$ cat src/rtl/game_match_if.sv
//------------------------------------------------------------------------------
// Module   : game_match_if
// Purpose  : Control and status bundle between a game_match core and its host.
// Revision : 1.0 - initial release
//------------------------------------------------------------------------------
`default_nettype none

interface game_match_if #(
    parameter int WIDTH   = 4,
    parameter int SCORE_W = 4
);
    logic               start;
    logic               init;
    logic [WIDTH-1:0]   val;
    logic               en;
    logic [1:0]         ctrl;
    logic               ack;
    logic [WIDTH-1:0]   count;
    logic               loser;
    logic               winner;
    logic [SCORE_W-1:0] loser_score;
    logic [SCORE_W-1:0] winner_score;
    logic               gameover;
    logic [1:0]         who;
    logic               busy;

    modport master (
        output start, init, val, en, ctrl, ack,
        input  count, loser, winner, loser_score, winner_score, gameover, who, busy
    );

    modport slave (
        input  start, init, val, en, ctrl, ack,
        output count, loser, winner, loser_score, winner_score, gameover, who, busy
    );
endinterface

`default_nettype wire

$ cat src/rtl/game_match.sv
//------------------------------------------------------------------------------
// Module   : game_match
// Purpose  : Wrapping up/down counter game; hitting 0 or all-ones scores a side,
//            first side to TARGET ends the match.
// Revision : 1.0 - initial release
//------------------------------------------------------------------------------
`default_nettype none

module game_match #(
    parameter int WIDTH   = 4,
    parameter int SCORE_W = 4,
    parameter int TARGET  = 15,
    parameter int STEP    = 2
) (
    input  wire             clk,
    input  wire             rst_n,
    game_match_if.slave     bus
);

    typedef enum logic [1:0] {
        S_IDLE = 2'd0,
        S_PLAY = 2'd1,
        S_OVER = 2'd2
    } state_t;

    localparam logic [1:0]         C_WHO_NONE  = 2'b00;
    localparam logic [1:0]         C_WHO_LOSER = 2'b01;
    localparam logic [1:0]         C_WHO_WIN   = 2'b10;
    localparam logic [WIDTH-1:0]   C_STEP      = WIDTH'(STEP);
    localparam logic [WIDTH-1:0]   C_ONE       = WIDTH'(1);
    localparam logic [WIDTH-1:0]   C_ZERO      = '0;
    localparam logic [WIDTH-1:0]   C_ALL1      = '1;
    localparam logic [SCORE_W-1:0] C_TARGET    = SCORE_W'(TARGET);
    localparam logic [SCORE_W-1:0] C_SONE      = SCORE_W'(1);

    state_t             state_q, state_d;
    logic [WIDTH-1:0]   count_q, count_d;
    logic [SCORE_W-1:0] lscore_q, lscore_d;
    logic [SCORE_W-1:0] wscore_q, wscore_d;
    logic [1:0]         who_q, who_d;

    logic [WIDTH-1:0]   w_play_next;
    logic [SCORE_W-1:0] w_lscore_inc;
    logic [SCORE_W-1:0] w_wscore_inc;
    logic               w_loser_hit;
    logic               w_winner_hit;

    always_ff @(posedge clk or negedge rst_n) begin
        if (!rst_n) begin
            state_q  <= S_IDLE;
            count_q  <= '0;
            lscore_q <= '0;
            wscore_q <= '0;
            who_q    <= C_WHO_NONE;
        end else begin
            state_q  <= state_d;
            count_q  <= count_d;
            lscore_q <= lscore_d;
            wscore_q <= wscore_d;
            who_q    <= who_d;
        end
    end

    // Counter value a PLAY edge would produce; reload beats enable.
    always_comb begin
        w_play_next = count_q;
        if (bus.init) begin
            w_play_next = bus.val;
        end else if (bus.en) begin
            unique case (bus.ctrl)
                2'b00:   w_play_next = count_q + C_ONE;
                2'b01:   w_play_next = count_q + C_STEP;
                2'b10:   w_play_next = count_q - C_ONE;
                default: w_play_next = count_q - C_STEP;
            endcase
        end
    end

    // Only arriving at an end value scores, never sitting on one.
    assign w_loser_hit  = (w_play_next == C_ZERO) && (count_q != C_ZERO);
    assign w_winner_hit = (w_play_next == C_ALL1) && (count_q != C_ALL1);
    assign w_lscore_inc = lscore_q + C_SONE;
    assign w_wscore_inc = wscore_q + C_SONE;

    always_comb begin
        state_d  = state_q;
        count_d  = count_q;
        lscore_d = lscore_q;
        wscore_d = wscore_q;
        who_d    = who_q;
        unique case (state_q)
            S_IDLE: begin
                if (bus.start) begin
                    state_d  = S_PLAY;
                    lscore_d = '0;
                    wscore_d = '0;
                    who_d    = C_WHO_NONE;
                    if (bus.init) begin
                        count_d = bus.val;
                    end
                end
            end
            S_PLAY: begin
                count_d = w_play_next;
                if (w_loser_hit) begin
                    lscore_d = w_lscore_inc;
                    if (w_lscore_inc == C_TARGET) begin
                        state_d = S_OVER;
                        who_d   = C_WHO_LOSER;
                    end
                end else if (w_winner_hit) begin
                    wscore_d = w_wscore_inc;
                    if (w_wscore_inc == C_TARGET) begin
                        state_d = S_OVER;
                        who_d   = C_WHO_WIN;
                    end
                end
            end
            S_OVER: begin
                if (bus.ack) begin
                    state_d = S_IDLE;
                    who_d   = C_WHO_NONE;
                end
            end
            default: begin
                state_d = S_IDLE;
            end
        endcase
    end

    assign bus.count        = count_q;
    assign bus.loser        = (count_q == C_ZERO);
    assign bus.winner       = (count_q == C_ALL1);
    assign bus.loser_score  = lscore_q;
    assign bus.winner_score = wscore_q;
    assign bus.gameover     = (state_q == S_OVER);
    assign bus.busy         = (state_q == S_PLAY);
    assign bus.who          = who_q;

endmodule

`default_nettype wire

$ cat src/flat_wrapper.sv
// flat-port wrapper written by rule: the top's interface ports become plain ports
module game_match_flat 
#(
    parameter int WIDTH   = 4,
    parameter int SCORE_W = 4,
    parameter int TARGET  = 15,
    parameter int STEP    = 2
)
  (clk, rst_n, bus_start, bus_init, bus_val, bus_en, bus_ctrl, bus_ack, bus_count, bus_loser, bus_winner, bus_loser_score, bus_winner_score, bus_gameover, bus_who, bus_busy);
  game_match_if #(.WIDTH(WIDTH), .SCORE_W(SCORE_W)) bus_i ();
  input  wire clk;
  input  wire rst_n;
  input wire logic [$bits(bus_i.start)-1:0] bus_start;
  input wire logic [$bits(bus_i.init)-1:0] bus_init;
  input wire logic [$bits(bus_i.val)-1:0] bus_val;
  input wire logic [$bits(bus_i.en)-1:0] bus_en;
  input wire logic [$bits(bus_i.ctrl)-1:0] bus_ctrl;
  input wire logic [$bits(bus_i.ack)-1:0] bus_ack;
  output wire logic [$bits(bus_i.count)-1:0] bus_count;
  output wire logic [$bits(bus_i.loser)-1:0] bus_loser;
  output wire logic [$bits(bus_i.winner)-1:0] bus_winner;
  output wire logic [$bits(bus_i.loser_score)-1:0] bus_loser_score;
  output wire logic [$bits(bus_i.winner_score)-1:0] bus_winner_score;
  output wire logic [$bits(bus_i.gameover)-1:0] bus_gameover;
  output wire logic [$bits(bus_i.who)-1:0] bus_who;
  output wire logic [$bits(bus_i.busy)-1:0] bus_busy;
  assign bus_i.start = bus_start;
  assign bus_i.init = bus_init;
  assign bus_i.val = bus_val;
  assign bus_i.en = bus_en;
  assign bus_i.ctrl = bus_ctrl;
  assign bus_i.ack = bus_ack;
  assign bus_count = bus_i.count;
  assign bus_loser = bus_i.loser;
  assign bus_winner = bus_i.winner;
  assign bus_loser_score = bus_i.loser_score;
  assign bus_winner_score = bus_i.winner_score;
  assign bus_gameover = bus_i.gameover;
  assign bus_who = bus_i.who;
  assign bus_busy = bus_i.busy;
  game_match #(.WIDTH(WIDTH), .SCORE_W(SCORE_W), .TARGET(TARGET), .STEP(STEP)) u_core (.clk(clk), .rst_n(rst_n), .bus(bus_i));
endmodule
$ cat config.mk
export PLATFORM = sky130hd
export DESIGN_NAME = game_match_flat
export DESIGN_NICKNAME = d
export VERILOG_FILES = /design/src/rtl/game_match_if.sv /design/src/rtl/game_match.sv /design/src/flat_wrapper.sv
export SDC_FILE = /design/constraint.sdc
export NUM_CORES = 1
export LEC_CHECK = 0
export ABC_AREA = 1
export CAP_MARGIN = 40
export CORE_MARGIN = 4
export CORE_UTILIZATION = 47
export CTS_CLUSTER_DIAMETER = 40
export CTS_CLUSTER_SIZE = 8
export DETAILED_ROUTE_END_ITERATION = 16
export PLACE_DENSITY_LB_ADDON = 0.05
export REMOVE_ABC_BUFFERS = 1
export SLEW_MARGIN = 15
export SYNTH_ARGS = -nofsm -noshare
export SYNTH_HDL_FRONTEND = slang
export SYNTH_SLANG_ARGS = --single-unit
$ cat constraint.sdc
create_clock -name clk -period 2.6 [get_ports clk]
set_clock_uncertainty 0.05 [all_clocks]
set_input_delay 0.52 -clock clk [delete_from_list [all_inputs] [get_ports clk]]
set_output_delay 0.52 -clock clk [all_outputs]
set_load 0.05 [all_outputs]
==> metrics <==
Post-Synthesis Cells=180; minimum clock period=between 2 and 2.5 ns; Ports=30; Worst EP required=roughly 2.0 ns; drt total wl=3333 um; Peak VDD IR=0.8309 mV; multiplexer share of the synthesized area=0; Initial Util=0.4990; outcome=completed; drt first pass iters=4; area of the multi-input gates=roughly 790 um2; leakage power=0.0008678 uW; hold path depth=2; gr usage total=0.1876; Avg WL per Cell=13.07 um; Synth Area in Compound Gates=0.1103; hpwl dp=2475 um; most frequent cell after synthesis=nand2_1; initial antenna violation count=0; Area after DPL=roughly 1700 um2; initial DRC count=48; vias in the first global route=approximately 1.2k; Yosys warnings=0; via density per instance=around 5.2; Placed Instances=~250; first-pass GRT wire length=5126 um; max capacitance violation total=0; largest net degree at the start of global routing=17; Die X=59.75 um; Via Count=1,327; RR Endpoint=u_core.bus.who[1]$_DFFE_PN0P_; Synth Area in Adders=0.06561; RSZ-0062 raised after global routing=false; TritonCTS clock tree=yes; r2r startpoint=u_core.bus.count[1]$_DFFE_PN0P_; top cell type's share of synthesized area=0.3181; Num CTS Buffers=3; Worst Setup Path Type=reg -> out; Final nets=~240; Post-Synth Simple-Gate Area=0.3837; GRT Residual Overflow=0; Final Instance Area=roughly 1800 um2; Critical Path Source=u_core.bus.count[3]$_DFFE_PN0P_; main combinational cell family by area after synthesis=simple AND/OR/NAND/NOR gates; final slew viol count=0; Synth area leader=dfrtp_1; setup TNS=0 ns; diodes inserted=0; CTS Buffer Depth=2; Worst-Margin Slew=slightly below 0.8 ns; Final GP Congestion=around 0.82; share of cells above drive strength 1=0.2044; hold slack=about 0.45 ns; most used flip-flop cell after synthesis=dfrtp_1; die height=about 60 um; CP max FO=6; synthesized area per cell=between 6 and 7 um2; Root Buffer=clkbuf_4; reg-to-reg slack, setup=0.23 ns; number of H-tree levels=1; XOR/XNOR share of the synthesized area=0.04175; synth cell count leaders=nand2_1 (47), inv_1 (20), nor2_1 (18), dfrtp_1 (16), nand3_1 (16); Distinct cells, synth=27; CTS sink cnt=16; fill count=about 240; Post-synth EDFFs=0; die area=between 3000 and 4000 um2; row cnt=18; setup violators final=0; Clk Latency, worst-skew pair=~0.30 ns; fraction of synthesis flops using an asynchronous set or reset pin=1.000; Layout area overhead=39.86%; Hold WC Path Type=reg -> reg; fin crit share=0.9553; startpoint types=flip-flop; Synth area leaders=dfrtp_1 (32%), nand2_1 (14%), nand3_1 (6.4%); port bufs=29; Post-Syn Area=1259 um2; Max Freq=roughly 0.4 GHz; core area=between 2000 and 3000 um2; CP arrival=1.91 ns; Reg area=400.4 um2; worst r2r path cells=15; post-synthesis sequential area ratio=0.3181; Worst-path clk slew=roughly 0.1 ns; CTS Hold Bufs=0; post-route insts no fill=255; final hold viol count=0; Setup crit end kind=output pin; Worst slew margin=0.4683; Setup crit end=bus_winner; ANT nets after route=0; Remaining DRCs=0; pwr dens=roughly 1100 nW/um2; flops & latches, synth=16
-- cell families after synthesis --
kind of cell             count (synthesis)
buffers and inverters                   27
AND/OR/NAND/NOR                        100
adder cells (fa/ha/maj)                  6
XOR/XNOR                                 6
flip-flops                              16
AO/OA/AOI/OAI                           25
-- repair_timing --
item / CTS / global route
endpoints found under the setup margin: 0 / 13
resized for setup: 0 / 12
buffers inserted: 0 / 3
-- worst min path at each step --
stage	startpoint	endpoint	slack [ns]
2_1_floorplan	rst_n	u_core.bus.count[0]$_DFFE_PN0P_	0.17
3_3_place_gp	u_core.bus.who[0]$_DFFE_PN0P_	u_core.bus.who[0]$_DFFE_PN0P_	0.41
3_5_place_dp	u_core.bus.who[0]$_DFFE_PN0P_	u_core.bus.who[0]$_DFFE_PN0P_	0.42
4_1_cts	u_core.bus.who[0]$_DFFE_PN0P_	u_core.bus.who[0]$_DFFE_PN0P_	0.45
5_1_grt	u_core.bus.who[1]$_DFFE_PN0P_	u_core.bus.who[1]$_DFFE_PN0P_	0.47
6_report	u_core.bus.who[1]$_DFFE_PN0P_	u_core.bus.who[1]$_DFFE_PN0P_	0.45
-- routing by layer --
metal / vias to the layer above / share of wire / track usage
met1: 616 / 0.48 / 0.2737
met5: - / 0 / 0
met4: 0 / 0.0060 / 0.04114
met3: 2 / 0.056 / 0.03456
met2: 38 / 0.46 / 0.2870
li1: 671 / - / -
-- where the power goes --
group / switching, uW / internal [uW]
Clock: 84.9 / 85.4
Sequential: 106 / 337
Combinational: 883 / 478
Total: 1070 / 901
-- worst max-delay path, cell delays in order, from the launching register on --
cell,delay [ns]
dfrtp_1,0.47
inv_1,0.16
nor2_1,0.16
clkdlybuf4s50_1,0.83
-- cell usage in the layout (no fill, tap or decap), types with 2 or more instances in the layout --
master	count
dfrtp_1	16
dlymetal6s2s_1	3
nand4_1	3
buf_4	15
inv_2	4
a21oi_1	4
nor2_4	3
ha_1	5
o22ai_1	7
clkbuf_4	3
nand3_2	3
xor2_1	3
nand2_2	7
xnor2_1	2
o21ai_0	5
o21ai_1	6
nor2_2	3
inv_1	20
nand3_1	16
nand2_1	45
clkdlybuf4s50_1	25
nor2_1	15
-- per-stage QoR --
step                      power [uW]  utilization  worst slack [ns]
after global placement          1700       0.6577           -0.2291
after detailed placement        1734       0.6577           -0.2952
after floorplan                 1336            -           -0.1142
after global routing            2132       0.6979           0.01510
after CTS                       1906       0.6721           0.01989
final                           1975       0.6979            0.1162
-- sequential cells by signal, summed over array words and instances (netlist names) --
| name | cells |
|---|---|
| u_core.bus.count | 4 |
| u_core.bus.who | 2 |
| u_core.bus.loser_score | 4 |
| u_core.state_q | 2 |
| u_core.bus.winner_score | 4 |
-- layout make-up --
class                           instances  area share
Clock buffer                            4     0.02061
Inverter                               25     0.05330
Multi-Input combinational cell        137      0.4499
Sequential cell                        16      0.2274
Tap cell                               30     0.02132
Timing Repair Buffer                   43      0.2274
No activity file was read; power rests on OpenSTA's default activity.
==> patch: new RTL, config.mk and constraints unchanged <==
`SCORE_W` is set to 4 in 3 places; all go to 6.
--- a/src/rtl/game_match_if.sv
+++ b/src/rtl/game_match_if.sv
@@ -8,5 +8,5 @@
 interface game_match_if #(
     parameter int WIDTH   = 4,
-    parameter int SCORE_W = 4
+    parameter int SCORE_W = 6
 );
     logic               start;
--- a/src/rtl/game_match.sv
+++ b/src/rtl/game_match.sv
@@ -9,5 +9,5 @@
 module game_match #(
     parameter int WIDTH   = 4,
-    parameter int SCORE_W = 4,
+    parameter int SCORE_W = 6,
     parameter int TARGET  = 15,
     parameter int STEP    = 2
--- a/src/flat_wrapper.sv
+++ b/src/flat_wrapper.sv
@@ -3,5 +3,5 @@
 #(
     parameter int WIDTH   = 4,
-    parameter int SCORE_W = 4,
+    parameter int SCORE_W = 6,
     parameter int TARGET  = 15,
     parameter int STEP    = 2
Interface: changed (resized bus_loser_score and bus_winner_score); port bits go from 30 to 34. No check against the original RTL was run, so the function may have changed too.
==> patch against the unedited design <==
- die area increased by 17%
- routed wire length increased by 12%
- clock power increased by 54%
- design area increased by 19%
- area after synthesis increased by 20%
- setup slack improved by 130 ps
- power increased by 5.7%
- critical endpoint is now bus_loser
- sequential cell count increased by 4
==> patch: results (changes against the unedited design) <==
Multi-input gate area=858.3 sq um (was 792.0 sq um); multi-input gate count=145 (was 137); Final nets=275 (was 244); Distinct cells, synth=30 (was 27); WP data arrival=1780 ps (was 1910 ps); clock buffer count=3 (was 4); Avg Synthesized Cell Area=7.379 sq um (was 6.993 sq um); Post-synth top cells=nand2_1 (41), inv_1 (35), dfrtp_1 (20) (was nand2_1 (47), inv_1 (20), nor2_1 (18)); Critical Path Fanout Max=7 (was 6); routed via count=1,516 (was 1,327); reg2reg setup slack=260 ps (was 230 ps); post-CTS sizing=2 (was 0); Synth Area in Compound Gates=14.72% (was 11.03%); status=complete, no violations (unchanged); filler instances=294 (was 237); Final HPWL DP=2924 microns (was 2475 microns); GPL Wtd Cong=0.8792 (was 0.8231); register area=500.5 sq um (was 400.4 sq um); Post-DP Area=0.002019 sq mm (was 0.001659 sq mm); pre-CTS setup slack=-389.9 ps (was -295.2 ps); Non-clock buffers=49 (was 43); fin crit period=2354 ps (was 2484 ps); crit path max-delay cell type=dlygate4sd2_1 (was clkdlybuf4s50_1); buffering overhead=23.09% (was 22.74%); layout cell share with drive strength beyond 1=18.75% (was 20.44%); worst vdd ir=0.4011 mV (was 0.8309 mV); Final clock-cell share=2.512% (was 2.061%); clock latency on the worst-skew pair=320 ps (was 300 ps); Clock transition at path regs=130 ps (was 100 ps); largest net degree at the start of global routing=21 (was 17); register area share after synthesis=33.09% (was 31.81%); Worst Setup EP=bus_loser (was bus_winner); vias in the first global route=1,430 (was 1,187); final wirelength=3729 microns (was 3333 microns); Layout area overhead=38.30% (was 39.86%); worst reg2reg endpoint=u_core.bus.who[0]$_DFFE_PN0P_ (was u_core.bus.who[1]$_DFFE_PN0P_); dpl cells=294 (was 248); Worst slew margin=64.72% (was 46.83%)
==> patch: cell count changes in the layout (fill, tap and decap cells not counted), sizes merged, moves of 3 or more <==
cell / change
nand2: -6
inv: +14
nor2: -3
clkdlybuf4s50: +3
o21ai: +7
buf: +3
dfrtp: +4
nand4: +4
xor2: +5
==> patch: layer usage <==
metal	up-vias	routed length (microns)	GRT usage [%]
li1	769	-	-
met1	707	1706	23.91
met2	36	1831	32.18
met3	4	136	3.293
met4	0	54	8.179
met5	-	0	0
==> patch: power by group through the flow <==
stage | logic (mW) | registers (mW) | clock network, mW
3_5_place_dp | 1.35 | 0.474 | 0
6_report | 1.36 | 0.467 | 0.261
3_3_place_gp | 1.32 | 0.469 | 0
4_1_cts | 1.35 | 0.467 | 0.270
2_1_floorplan | 0.690 | 0.654 | 0
5_1_grt | 1.48 | 0.481 | 0.284
